## config.mk

```make
export PLATFORM = sky130hd
export DESIGN_NAME = mem_arbiter_flat
export DESIGN_NICKNAME = d
export VERILOG_FILES = /design/src/rtl/LOAD_STORE_FNS.sv /design/src/rtl/mem_arbiter_pkg.sv /design/src/rtl/mem_arbiter_if.sv /design/src/rtl/mem_arb_picker.sv /design/src/rtl/mem_arbiter.sv /design/src/flat_wrapper.sv
export SDC_FILE = /design/constraint.sdc
export NUM_CORES = 1
export LEC_CHECK = 0
export ABC_AREA = 1
export BUFFER_PORTS_ARGS = -buffer_cell sky130_fd_sc_hd__buf_2
export CAP_MARGIN = 10
export CORE_MARGIN = 5
export CORE_UTILIZATION = 46
export DETAILED_ROUTE_END_ITERATION = 16
export PLACE_DENSITY = 0.95
export SLEW_MARGIN = 40
export SYNTH_ARGS = -nofsm -noshare
export SYNTH_HDL_FRONTEND = slang
export SYNTH_SLANG_ARGS = --single-unit
```

## constraint.sdc

```tcl
create_clock -name clk -period 2.1 [get_ports clk]
set_input_delay 0.63 -clock clk [delete_from_list [all_inputs] [get_ports clk]]
set_output_delay 0.63 -clock clk [all_outputs]
set_load 0.02 [all_outputs]
```

## src/rtl/LOAD_STORE_FNS.sv

```systemverilog
// Load/store access size and sign encodings shared by the LSU, the memory and the arbiter.
package LOAD_STORE_FNS;

  typedef enum logic [2:0] {
    BYTE   = 3'b000,
    HALF   = 3'b001,
    WORD   = 3'b010,
    BYTE_U = 3'b100,
    HALF_U = 3'b101
  } funct3_t;

endpackage

```

## src/rtl/mem_arbiter_pkg.sv

```systemverilog
// Types shared by the IF/LS memory arbiter: FSM states, requester IDs and the latched request.
package mem_arbiter_pkg;
  import LOAD_STORE_FNS::*;

  localparam int unsigned WIDTH = 32;

  typedef enum logic [1:0] {
    IDLE  = 2'd0,
    ISSUE = 2'd1,
    RESP  = 2'd2
  } state_e;

  typedef enum logic {
    REQ_IF = 1'b0,
    REQ_LS = 1'b1
  } req_id_e;

  typedef struct packed {
    logic [WIDTH-1:0] addr;
    logic             wren;
    logic [WIDTH-1:0] wr_data;
    funct3_t          funct3;
    req_id_e          owner;
  } req_t;

endpackage

```

## src/rtl/mem_arbiter_if.sv

```systemverilog
// Requester handshakes, responses and the memory port of the IF/LS arbiter.
interface mem_arbiter_if;
  import LOAD_STORE_FNS::*;
  import mem_arbiter_pkg::*;

  logic             if_req_valid;
  logic             if_req_ready;
  logic [WIDTH-1:0] if_addr;
  logic             if_rsp_valid;
  logic [WIDTH-1:0] if_rsp_data;

  logic             ls_req_valid;
  logic             ls_req_ready;
  logic [WIDTH-1:0] ls_addr;
  logic             ls_wren;
  logic [WIDTH-1:0] ls_wr_data;
  funct3_t          ls_funct3;
  logic             ls_rsp_valid;
  logic [WIDTH-1:0] ls_rsp_data;

  logic [WIDTH-1:0] mem_addr;
  logic             mem_wren;
  logic [WIDTH-1:0] mem_wr_data;
  funct3_t          mem_funct3;
  logic [WIDTH-1:0] mem_rd_data;

  logic             busy;

  modport slave (
    input  if_req_valid, if_addr,
    input  ls_req_valid, ls_addr, ls_wren, ls_wr_data, ls_funct3,
    input  mem_rd_data,
    output if_req_ready, if_rsp_valid, if_rsp_data,
    output ls_req_ready, ls_rsp_valid, ls_rsp_data,
    output mem_addr, mem_wren, mem_wr_data, mem_funct3,
    output busy
  );

  modport master (
    output if_req_valid, if_addr,
    output ls_req_valid, ls_addr, ls_wren, ls_wr_data, ls_funct3,
    output mem_rd_data,
    input  if_req_ready, if_rsp_valid, if_rsp_data,
    input  ls_req_ready, ls_rsp_valid, ls_rsp_data,
    input  mem_addr, mem_wren, mem_wr_data, mem_funct3,
    input  busy
  );

endinterface

```

## src/rtl/mem_arb_picker.sv

```systemverilog
// Combinational grant between IF and LS. MEM_ARBITER_ROUND_ROBIN_EN selects round-robin
// with a last_grant register; otherwise LS has fixed priority over IF.
module mem_arb_picker
  import mem_arbiter_pkg::*;
(
  input  logic clk_i,
  input  logic rst_i,
  input  logic idle_i,
  input  logic if_valid_i,
  input  logic ls_valid_i,
  output logic if_ready_c,
  output logic ls_ready_c
);

  logic open_c;
  assign open_c = idle_i && !rst_i;

`ifdef MEM_ARBITER_ROUND_ROBIN_EN
  req_id_e last_grant_q, last_grant_d;

  always_ff @(posedge clk_i) begin
    if (rst_i) last_grant_q <= REQ_IF;
    else       last_grant_q <= last_grant_d;
  end

  // On a tie the requester not granted last time wins.
  always_comb begin
    if_ready_c   = 1'b0;
    ls_ready_c   = 1'b0;
    last_grant_d = last_grant_q;
    if (open_c) begin
      if (if_valid_i && ls_valid_i) begin
        if (last_grant_q == REQ_IF) ls_ready_c = 1'b1;
        else                        if_ready_c = 1'b1;
      end else begin
        if_ready_c = if_valid_i;
        ls_ready_c = ls_valid_i;
      end
    end
    if (ls_ready_c)      last_grant_d = REQ_LS;
    else if (if_ready_c) last_grant_d = REQ_IF;
  end
`else
  logic unused_clk;
  assign unused_clk = clk_i;

  always_comb begin
    ls_ready_c = open_c && ls_valid_i;
    if_ready_c = open_c && if_valid_i && !ls_valid_i;
  end
`endif

endmodule

```

## src/rtl/mem_arbiter.sv

```systemverilog
// Shares the unified memory port between fetch and load/store: accept, issue one cycle, respond.
// Optional round-robin arbitration via MEM_ARBITER_ROUND_ROBIN_EN (see mem_arb_picker).
module mem_arbiter
  import LOAD_STORE_FNS::*;
  import mem_arbiter_pkg::*;
(
  input  logic          clk,
  input  logic          rst,
  mem_arbiter_if.slave  bus
);

  state_e state_q, state_d;
  req_t   req_q, req_d;
  logic   if_ready_c, ls_ready_c;

  mem_arb_picker u_picker (
    .clk_i      (clk),
    .rst_i      (rst),
    .idle_i     (state_q == IDLE),
    .if_valid_i (bus.if_req_valid),
    .ls_valid_i (bus.ls_req_valid),
    .if_ready_c (if_ready_c),
    .ls_ready_c (ls_ready_c)
  );

  always_ff @(posedge clk) begin
    if (rst) begin
      state_q <= IDLE;
      req_q   <= '0;
    end else begin
      state_q <= state_d;
      req_q   <= req_d;
    end
  end

  // Fetches are always word reads; the latch holds the request through ISSUE and RESP.
  always_comb begin
    state_d = state_q;
    req_d   = req_q;
    unique case (state_q)
      IDLE: begin
        if (ls_ready_c) begin
          req_d = '{addr: bus.ls_addr, wren: bus.ls_wren, wr_data: bus.ls_wr_data,
                    funct3: bus.ls_funct3, owner: REQ_LS};
          state_d = ISSUE;
        end else if (if_ready_c) begin
          req_d = '{addr: bus.if_addr, wren: 1'b0, wr_data: WIDTH'(0),
                    funct3: WORD, owner: REQ_IF};
          state_d = ISSUE;
        end
      end
      ISSUE:   state_d = RESP;
      RESP:    state_d = IDLE;
      default: state_d = IDLE;
    endcase
  end

  logic resp_c, if_rsp_c, ls_rsp_c;
  assign resp_c   = (state_q == RESP) && !rst;
  assign if_rsp_c = resp_c && (req_q.owner == REQ_IF);
  assign ls_rsp_c = resp_c && (req_q.owner == REQ_LS);

  assign bus.if_req_ready = if_ready_c;
  assign bus.ls_req_ready = ls_ready_c;

  assign bus.if_rsp_valid = if_rsp_c;
  assign bus.if_rsp_data  = if_rsp_c ? bus.mem_rd_data : WIDTH'(0);
  assign bus.ls_rsp_valid = ls_rsp_c;
  assign bus.ls_rsp_data  = (ls_rsp_c && !req_q.wren) ? bus.mem_rd_data : WIDTH'(0);

  // Reset kills a store still in ISSUE before the memory can commit it.
  assign bus.mem_wren    = (state_q == ISSUE) && req_q.wren && !rst;
  assign bus.mem_addr    = req_q.addr;
  assign bus.mem_wr_data = req_q.wr_data;
  assign bus.mem_funct3  = req_q.funct3;
  assign bus.busy        = (state_q != IDLE);

endmodule

```

## src/flat_wrapper.sv

```systemverilog
// flat-port wrapper written by rule: the top's interface ports become plain ports
module mem_arbiter_flat import LOAD_STORE_FNS::*; import mem_arbiter_pkg::*;
  (clk, rst, bus_if_req_valid, bus_if_addr, bus_ls_req_valid, bus_ls_addr, bus_ls_wren, bus_ls_wr_data, bus_ls_funct3, bus_mem_rd_data, bus_if_req_ready, bus_if_rsp_valid, bus_if_rsp_data, bus_ls_req_ready, bus_ls_rsp_valid, bus_ls_rsp_data, bus_mem_addr, bus_mem_wren, bus_mem_wr_data, bus_mem_funct3, bus_busy);
  mem_arbiter_if bus_i ();
  input  logic clk;
  input  logic rst;
  input wire logic [$bits(bus_i.if_req_valid)-1:0] bus_if_req_valid;
  input wire logic [$bits(bus_i.if_addr)-1:0] bus_if_addr;
  input wire logic [$bits(bus_i.ls_req_valid)-1:0] bus_ls_req_valid;
  input wire logic [$bits(bus_i.ls_addr)-1:0] bus_ls_addr;
  input wire logic [$bits(bus_i.ls_wren)-1:0] bus_ls_wren;
  input wire logic [$bits(bus_i.ls_wr_data)-1:0] bus_ls_wr_data;
  input wire logic [$bits(bus_i.ls_funct3)-1:0] bus_ls_funct3;
  input wire logic [$bits(bus_i.mem_rd_data)-1:0] bus_mem_rd_data;
  output wire logic [$bits(bus_i.if_req_ready)-1:0] bus_if_req_ready;
  output wire logic [$bits(bus_i.if_rsp_valid)-1:0] bus_if_rsp_valid;
  output wire logic [$bits(bus_i.if_rsp_data)-1:0] bus_if_rsp_data;
  output wire logic [$bits(bus_i.ls_req_ready)-1:0] bus_ls_req_ready;
  output wire logic [$bits(bus_i.ls_rsp_valid)-1:0] bus_ls_rsp_valid;
  output wire logic [$bits(bus_i.ls_rsp_data)-1:0] bus_ls_rsp_data;
  output wire logic [$bits(bus_i.mem_addr)-1:0] bus_mem_addr;
  output wire logic [$bits(bus_i.mem_wren)-1:0] bus_mem_wren;
  output wire logic [$bits(bus_i.mem_wr_data)-1:0] bus_mem_wr_data;
  output wire logic [$bits(bus_i.mem_funct3)-1:0] bus_mem_funct3;
  output wire logic [$bits(bus_i.busy)-1:0] bus_busy;
  assign bus_i.if_req_valid = bus_if_req_valid;
  assign bus_i.if_addr = bus_if_addr;
  assign bus_i.ls_req_valid = bus_ls_req_valid;
  assign bus_i.ls_addr = bus_ls_addr;
  assign bus_i.ls_wren = bus_ls_wren;
  assign bus_i.ls_wr_data = bus_ls_wr_data;
  assign bus_i.ls_funct3 = bus_ls_funct3;
  assign bus_i.mem_rd_data = bus_mem_rd_data;
  assign bus_if_req_ready = bus_i.if_req_ready;
  assign bus_if_rsp_valid = bus_i.if_rsp_valid;
  assign bus_if_rsp_data = bus_i.if_rsp_data;
  assign bus_ls_req_ready = bus_i.ls_req_ready;
  assign bus_ls_rsp_valid = bus_i.ls_rsp_valid;
  assign bus_ls_rsp_data = bus_i.ls_rsp_data;
  assign bus_mem_addr = bus_i.mem_addr;
  assign bus_mem_wren = bus_i.mem_wren;
  assign bus_mem_wr_data = bus_i.mem_wr_data;
  assign bus_mem_funct3 = bus_i.mem_funct3;
  assign bus_busy = bus_i.busy;
  mem_arbiter u_core (.clk(clk), .rst(rst), .bus(bus_i));
endmodule
```

Yosys cells after proc, flatten, opt, wreduce, memory -nomap -nowiden
Index checks and enable logic that the tools add are counted.

Equal/unequal tests: 3. Muxes and demuxes: 7. Bitwise operators: 1. Reduce and logical (&&, ||, !) cells: 17.

Operators with widths (count): $mux 69 (2); $mux 32 (2); $logic_and 1x1->1 (10); $mux 2 (2); $pmux 2 s2 (1); $reduce_bool 2->1 (2); $logic_not 1->1 (3); $ne 3x3->1 const B (1); $eq 2x1->1 const B (1); $eq 2x2->1 const B (1); $logic_not 2->1 (1); $reduce_and 2->1 (1); $not 1->1 (1).

Bits in registers: 71. Output and inout bits: 137.

Logic depth before layout (Yosys ltp)
Gate-level depths: netlist of run 1.

Depth after elaboration: 7. Gate-level depth with buffers: 7.

Modules after synthesis
From an unflattened synthesis of run 1, not the netlist that was laid out.

Cells, all modules: 664. Area, all modules: 4086.4 µm².

Modules (own cells, without submodules): mem_arbiter (times used 1, cells an instance 658, area an instance 4058.9 µm², seq. area each 1421.4 µm²); mem_arb_picker (times used 1, cells an instance 6, area an instance 27.5 µm², seq. area each 0.0 µm²).

Worst setup path before layout of run 1
No wires, ideal clock.

Kind: input port to output port. From: input rst. To: output bus_ls_rsp_data[10]. Data arrival time: 1.796 ns. Setup slack: -0.326 ns. Stages: 6. Cells stage by stage: inv_2 nand2_1 nor2_1 nand2_1 buf_2 nor2_1.

Word-level cells in the longest chain between the ends: 5.

Ends and longest elaborated chain: from (decl) (RTL line flat_wrapper.sv:6) `input logic rst;`; $logic_not 1->1 (RTL line mem_arbiter.sv:59) `assign resp_c = (state_q == RESP) && !rst;`; $logic_and 1x1->1 (RTL line mem_arbiter.sv:59); $logic_and 1x1->1 (RTL line mem_arbiter.sv:61) `assign ls_rsp_c = resp_c && (req_q.owner == REQ_LS);`; via bus_ls_rsp_valid (RTL line flat_wrapper.sv:19) `output wire logic [$bits(bus_i.ls_rsp_valid)-1:0] bus_ls_rsp_valid;`; $logic_and 1x1->1 (RTL line mem_arbiter.sv:69) `assign bus.ls_rsp_data = (ls_rsp_c && !req_q.wren) ? bus.mem_rd_data : WIDTH'(0);`; $mux 32 (RTL line mem_arbiter.sv:69); to (decl) (RTL line flat_wrapper.sv:20) `output wire logic [$bits(bus_i.ls_rsp_data)-1:0] bus_ls_rsp_data;`.

The timed path passes the listed nets, and every way through them passes these cells.

Worst setup path after layout of run 1
From: register u_core.state_q[1]. To: output bus_if_rsp_data[4].

Word-level cells in the longest chain between the ends: 4.

Ends and longest elaborated chain: from (decl) (RTL line mem_arbiter.sv:12) `state_e state_q, state_d;`; from (signal assigned) (RTL line mem_arbiter.sv:31) `state_q <= state_d;`; $eq 2x2->1 (RTL line mem_arbiter.sv:59); $logic_and 1x1->1 (RTL line mem_arbiter.sv:59); $logic_and 1x1->1 (RTL line mem_arbiter.sv:60) `assign if_rsp_c = resp_c && (req_q.owner == REQ_IF);`; $mux 32 (RTL line mem_arbiter.sv:67) `assign bus.if_rsp_data = if_rsp_c ? bus.mem_rd_data : WIDTH'(0);`; to (decl) (RTL line flat_wrapper.sv:17) `output wire logic [$bits(bus_i.if_rsp_data)-1:0] bus_if_rsp_data;`.

No other way between the ends.

==> impl_metrics.yaml, run 1 <==
outcome:
  status: "complete, but fails checks"
  violations: "setup timing"
worst_setup_path:
  arrival_ns: 1.73
  crit_path_start_kind: "flop"
  required_ns: 1.47
  reg2reg_slack_ns: 0.50
  crit_top_cell: "buf_4"
  cp_slowest_cell: "dfxtp_2"
  r2r-end: "u_core.bus.mem_addr[27]$_SDFFE_PP0P_"
  crit_chain: "inv_2 > nor2_4 > buf_4 > nand3_4 > buf_6 > nor2_1 > buf_4"
  r2r-start: "u_core.state_q[1]$_SDFFE_PP0P_"
  rr_worst_depth: 8
  crit_type: "flop to output port"
  worst_path_largest_cell_delay_ns: 0.34
  cp-end-kind: "output port"
  crit_fanout: 8
floorplanning:
  fp.dieW_um: 105
  dieArea_um2: 11100
  ios: 273
  core_area_um2: 8760
  die_h_um: 105
  num_rows: 34
  initial_core_util: 0.475
global_routing:
  grt_max_degree: 79
  antenna_found_initial: 9
  gr-total-overflow: 0
  track_usage: 0.256
  grt_pass1_wl_um: 22700
  grt_pass1_vias: 4392
place:
  port_buffers: 272
  gp_congestion: 0.927
  placed_cell_area_um2: 5410
  hpwlAfterDp_um: 10600
logic_synthesis:
  netlist_top_cells_area: "dfxtp_1 (34%), nor2_1 (15%), buf_4 (13%), nand2_1 (12%), inv_1 (6.4%)"
  synth_nets: 798
  syn-cell-area_um2: 4170
  ys_types: 17
  yosysWarnings: 0
  synth_edf_count: 0
  synthCells: 662
  synth_top_cell_area_share: 0.341
  ys_seq_area_frac: 0.341
  async_flop_share: 0
  yosysTopAreaCell: "dfxtp_1"
  syn_area_per_cell_um2: 6.29
  ys.flop_type: "dfxtp_1"
  ys_seq_elements: 71
timing:
  whs_ns: 0.480
  slew_viol_final: 0
  max_slew_margin: 0.725
  hold_violations: 0
  rsz0062_at_grt: "true"
  worst_clock_skew_ns: 0.0118
  finalCritPeriodShare: 1.12
  worstMarginPinSlew_ns: 0.412
  finalSetupViolCount: 66
  period_minus_slack_ns: 2.36
  max_freq_mhz: 424
  worst_slack_ns: -0.258
cts:
  clockRootBuffer: "clkbuf_8"
  path_clk_slew_ns: 0.07
  cts-hold-fix-buffers: 0
  cts_sinks: 71
  cts_tree: "yes"
  htree_levels: 3
  clock_latency_ns: 0.33
  clock_path_buffers: 2
  cts_made_buffers: 9
cells_and_area:
  stdcell_area_um2: 6480
  layout.nets: 1003
  regArea_um2: 1430
  layout_commonest_cell: "buf_2"
  layout.cells.most_common_list: "buf_2 (205), nand2_1 (134), nor2_1 (107)"
  multi_input_area_um2: 2250
  syn2layout_area_growth_pct: 55.5
  fillers: 616
  drive_above_1_share: 0.444
run:
  cap_viol_max_count: 0
power_and_ir_drop:
  leakagePower_nw: 3.48
  vdd_drop_max_mv: 0.467
  p_per_area_nw_per_um2: 596
routing:
  vias_per_cell: 5.12
  drcViolationCount: 0
  num_vias: 5054
  wirelength_um: 18000
  ant_nets: 0
  drt_iter0_drc: 336
  wl_per_cell_um: 18.2
  drt-pass1-iter-count: 5
min_path:
  holdPathEnd: "u_core.bus.mem_wr_data[2]$_SDFFE_PP0P_"
  hp-class: "flop to flop"
  holdPathStages: 2
  worstHoldStart: "u_core.bus.mem_wr_data[2]$_SDFFE_PP0P_"
[worst max-delay path, delay by kind of cell, from the launching register on]
family | cells | cell delay, ns
buf+inv | 4 | 0.60
flops | 1 | 0.34
simple gates | 3 | 0.46
[state kept, by name, indices dropped and copies added, names as in the netlist]
signal	flops
u_core.bus.mem_addr	32
u_core.bus.mem_wr_data	32
u_core.bus.mem_funct3	3
u_core.req_q	2
u_core.state_q	2
[power by group]
group | switching, mW | leakage, nW | internal, mW
registers | 0.0514 | 0.583 | 1.46
logic | 0.702 | 2.79 | 0.421
clock network | 0.522 | 0.109 | 0.708
[repair_timing]
item,4_1_cts,5_1_grt
cloned,2,5
setup endpoints to repair,32,66
pin swaps,3,3
setup buffers,5,1
gates resized for setup,109,77
[layer usage]
layer | wire length (um) | GRT usage | vias up | share of wire
met2 | 9110 | 0.469 | 333 | 0.51
li1 | - | - | 2353 | -
met3 | 1490 | 0.0623 | 75 | 0.083
met1 | 6080 | 0.267 | 2291 | 0.34
met5 | 13 | 0 | - | 0.00072
met4 | 1260 | 0.132 | 2 | 0.070
[worst max path at each step]
stage                                         from             endpoint  slack, ns  cells after the start
floorplan                                      rst  bus_ls_rsp_data[11]       0.02                      6
global route        u_core.state_q[1]$_SDFFE_PP0P_   bus_if_rsp_data[4]      -0.29                      7
detailed placement                             rst   bus_ls_rsp_data[0]      -0.14                      8
finish              u_core.state_q[1]$_SDFFE_PP0P_   bus_if_rsp_data[4]      -0.26                      7
CTS                 u_core.state_q[1]$_SDFFE_PP0P_   bus_ls_rsp_data[0]      -0.09                      8
global placement                               rst  bus_ls_rsp_data[31]       -0.1                      8
[through the flow]
step / TNS (ns) / total power, mW / worst slack [ns] / utilization / cells
floorplan: 0 / 2.29 / 0.0193 / - / 662
global route: -11.60 / 4.05 / -0.288 / 0.739 / 988
global placement: -2.20 / 2.50 / -0.0965 / 0.618 / 951
detailed placement: -2.92 / 2.52 / -0.137 / 0.618 / 951
CTS: -1.34 / 3.79 / -0.0926 / 0.689 / 974
finish: -7.23 / 3.86 / -0.258 / 0.739 / 988
[final cells by class]
| cell class | instances | share of cell area |
|---|---|---|
| Sequential cell | 71 | 0.220 |
| Clock inverter | 6 | 0.0143 |
| Antenna cell | 8 | 0.00309 |
| Timing Repair Buffer | 301 | 0.330 |
| Clock buffer | 10 | 0.0212 |
| Multi-Input combinational cell | 411 | 0.347 |
| Tap cell | 108 | 0.0209 |
| Inverter | 73 | 0.0427 |
[cells by family after synthesis]
group	after synthesis	synth area share
DFF	71	0.341
buffers and inverters	180	0.230
and+or+nand+nor	376	0.387
AOI/OAI and AO/OA	35	0.0421
[synthesized netlist by cell type (2+ instances only)]
cell	count
dfxtp_1	71
a21oi_1	35
nand2_1	136
inv_2	2
buf_2	14
inv_1	71
buf_4	70
nand3_1	37
buf_1	7
nand3b_1	33
nor2_1	165
clkbuf_1	16
Note: power is estimated with default switching activity, not from simulation.
==> inputs of run 2 (changes only) <==
--- a/config.mk
+++ b/config.mk
@@ -12,6 +12,7 @@
 export CORE_UTILIZATION = 46
 export DETAILED_ROUTE_END_ITERATION = 16
 export PLACE_DENSITY = 0.95
+export SETUP_SLACK_MARGIN = 0.4
 export SLEW_MARGIN = 40
 export SYNTH_ARGS = -nofsm -noshare
 export SYNTH_HDL_FRONTEND = slang
==> run 2 against run 1 <==
Effect of this change: non-clock buffer count grew 23; combinational power grew 39%; count of clock-buffer cells in the layout shrank 1; power grew 11%; clock power shrank 3%; global-route usage shrank 0.49 points; highest routed layer is now met4; die area is the same; the flow still finishes with violations (setup timing); worst setup slack gained 0.13 ns; critical endpoint is now bus_ls_rsp_data[9]; hold slack lost 0.017 ns; via count grew 4.0%; fmax grew 5.9%; largest cell class unchanged.
==> impl_metrics.yaml, run 2 (synthesized netlist as in run 1, its figures left out) <==
outcome:
  status: "complete, but fails checks"
  violations: "setup timing"
cells_and_area:
  final_cell_count_no_fill: 1003
  drive_above_1_share: 0.630
  layout.cells.most_common_list: "buf_2 (201), nand2_1 (89), nor2_4 (83)"
  syn2layout_area_growth_pct: 88.8
  multi_input_area_um2: 3110
  fillers: 366
  layout_commonest_cell: "buf_2"
  layout.nets: 1026
  regArea_um2: 1430
worst_setup_path:
  crit_type: "input port to output port"
  crit_path_start_kind: "input port"
  cp_slowest_cell: "clkbuf_16"
  crit_fanout: 8
  crit_chain: "buf_4 > inv_16 > nand2_4 > nor2_4 > nand2_4 > clkbuf_16 > nor2_4 > buf_6"
  reg2reg_slack_ns: 0.11
  worst_path_largest_cell_delay_ns: 0.21
  required_ns: 1.47
  r2r-start: "u_core.state_q[0]$_SDFFE_PP0P_"
  startpoint: "rst"
  arrival_ns: 1.60
  rr_worst_depth: 13
  cp-end-kind: "output port"
  r2r-end: "u_core.bus.mem_addr[20]$_SDFFE_PP0P_"
cts:
  cts-hold-fix-buffers: 0
  clock_latency_ns: 0.34
  htree_levels: 3
  cts_made_buffers: 9
  clock_path_buffers: 2
  cts_tree: "yes"
  clockRootBuffer: "clkbuf_8"
  path_clk_slew_ns: 0.08
  cts_sinks: 71
timing:
  worst_slack_ns: -0.128
  max_freq_mhz: 449
  rsz0062_at_grt: "true"
  worstMarginPinSlew_ns: 0.583
  hold_violations: 0
  period_minus_slack_ns: 2.23
  finalCritPeriodShare: 1.06
  max_slew_margin: 0.612
  slew_viol_final: 0
  finalSetupViolCount: 65
  worst_clock_skew_ns: 0.0102
  tns_ns: -4.87
routing:
  vias_per_cell: 5.24
  wl_per_cell_um: 18.6
  num_vias: 5255
  wirelength_um: 18700
  drt_iter0_drc: 255
  ant_nets: 0
  drcViolationCount: 0
  drt-pass1-iter-count: 5
place:
  hpwlAfterDp_um: 10200
  gp_congestion: 0.789
  port_buffers: 272
  place_ws_ns: -0.158
  dp_cells: 958
floorplanning:
  die_h_um: 105
  dieArea_um2: 11100
  fp.dieW_um: 105
  num_rows: 34
  initial_core_util: 0.475
  ios: 273
  core_area_um2: 8760
global_routing:
  gr-total-overflow: 0
  grt_pass1_wl_um: 23000
  antenna_found_initial: 1
  grt_max_degree: 60
  grt_pass1_vias: 4576
  track_usage: 0.251
power_and_ir_drop:
  leakagePower_nw: 3.90
  vdd_drop_max_mv: 0.610
  p_per_area_nw_per_um2: 543
  power_mw: 4.27
min_path:
  holdPathEnd: "u_core.bus.mem_wr_data[19]$_SDFFE_PP0P_"
  worstHoldStart: "u_core.bus.mem_wr_data[19]$_SDFFE_PP0P_"
  holdPathStages: 2
  hp-class: "flop to flop"
run:
  cap_viol_max_count: 0
-- run 2: cell types whose count changed in the layout (fill, tap and decap cells not counted), sizes merged --
cell    before  now
buf        297  312
inv         74   72
diode        8    1
clkinv       1    3
clkbuf      14   21
-- run 2: routing by layer --
layer | part of all wire | wire length (um) | track usage | vias up
met5 | 0 | 0 | 0 | -
met4 | 0.054 | 1020 | 0.0913 | 0
met3 | 0.073 | 1370 | 0.0555 | 71
met2 | 0.53 | 9970 | 0.475 | 290
met1 | 0.34 | 6330 | 0.269 | 2499
li1 | - | - | - | 2395
-- run 2: worst max-delay path: cells and delay by family --
family,cells,cell delay (ns)
buffers and inverters,4,0.55
and+or+nand+nor,4,0.39
-- run 2: layout make-up --
cell class | count | share of cell area
Multi-Input combinational cell | 411 | 0.395
Timing Repair Buffer | 324 | 0.341
Sequential cell | 71 | 0.181
Inverter | 73 | 0.0377
Tap cell | 108 | 0.0172
Clock buffer | 9 | 0.0158
Clock inverter | 6 | 0.0110
Antenna cell | 1 | 0.000318
-- run 2: power breakdown --
| part | leakage (nW) | switching, mW | internal, mW |
|---|---|---|---|
| clock network | 0.105 | 0.527 | 0.661 |
| logic | 3.21 | 0.910 | 0.652 |
| registers | 0.583 | 0.0639 | 1.46 |
| total | 3.90 | 1.50 | 2.77 |
-- run 2: worst max path at each step --
stage / to / slack [ns]
5_1_grt: bus_ls_rsp_data[1] / -0.20
3_3_place_gp: bus_ls_rsp_data[10] / -0.13
3_5_place_dp: bus_ls_rsp_data[21] / -0.16
4_1_cts: bus_ls_rsp_data[0] / -0.12
2_1_floorplan: bus_ls_rsp_data[10] / 0.08
6_report: bus_ls_rsp_data[9] / -0.13
-- run 2: metrics by stage --
step	cell area, um2	utilization	hold slack, ns
detailed placement	5780	0.659	0.471
finish	7860	0.897	0.464
global placement	5780	0.659	0.458
floorplan	4810	-	0.443
CTS	6640	0.758	0.478
global route	7860	0.897	0.481
-- run 2: what timing repair did --
| item | CTS | global route |
|---|---|---|
| gates cloned | 2 | 14 |
| pin swaps | 35 | 74 |
| setup buffers | 7 | 6 |
| hold endpoints to repair | 0 | 0 |
| endpoints found under the setup margin | 96 | 135 |
| resized for setup | 178 | 207 |
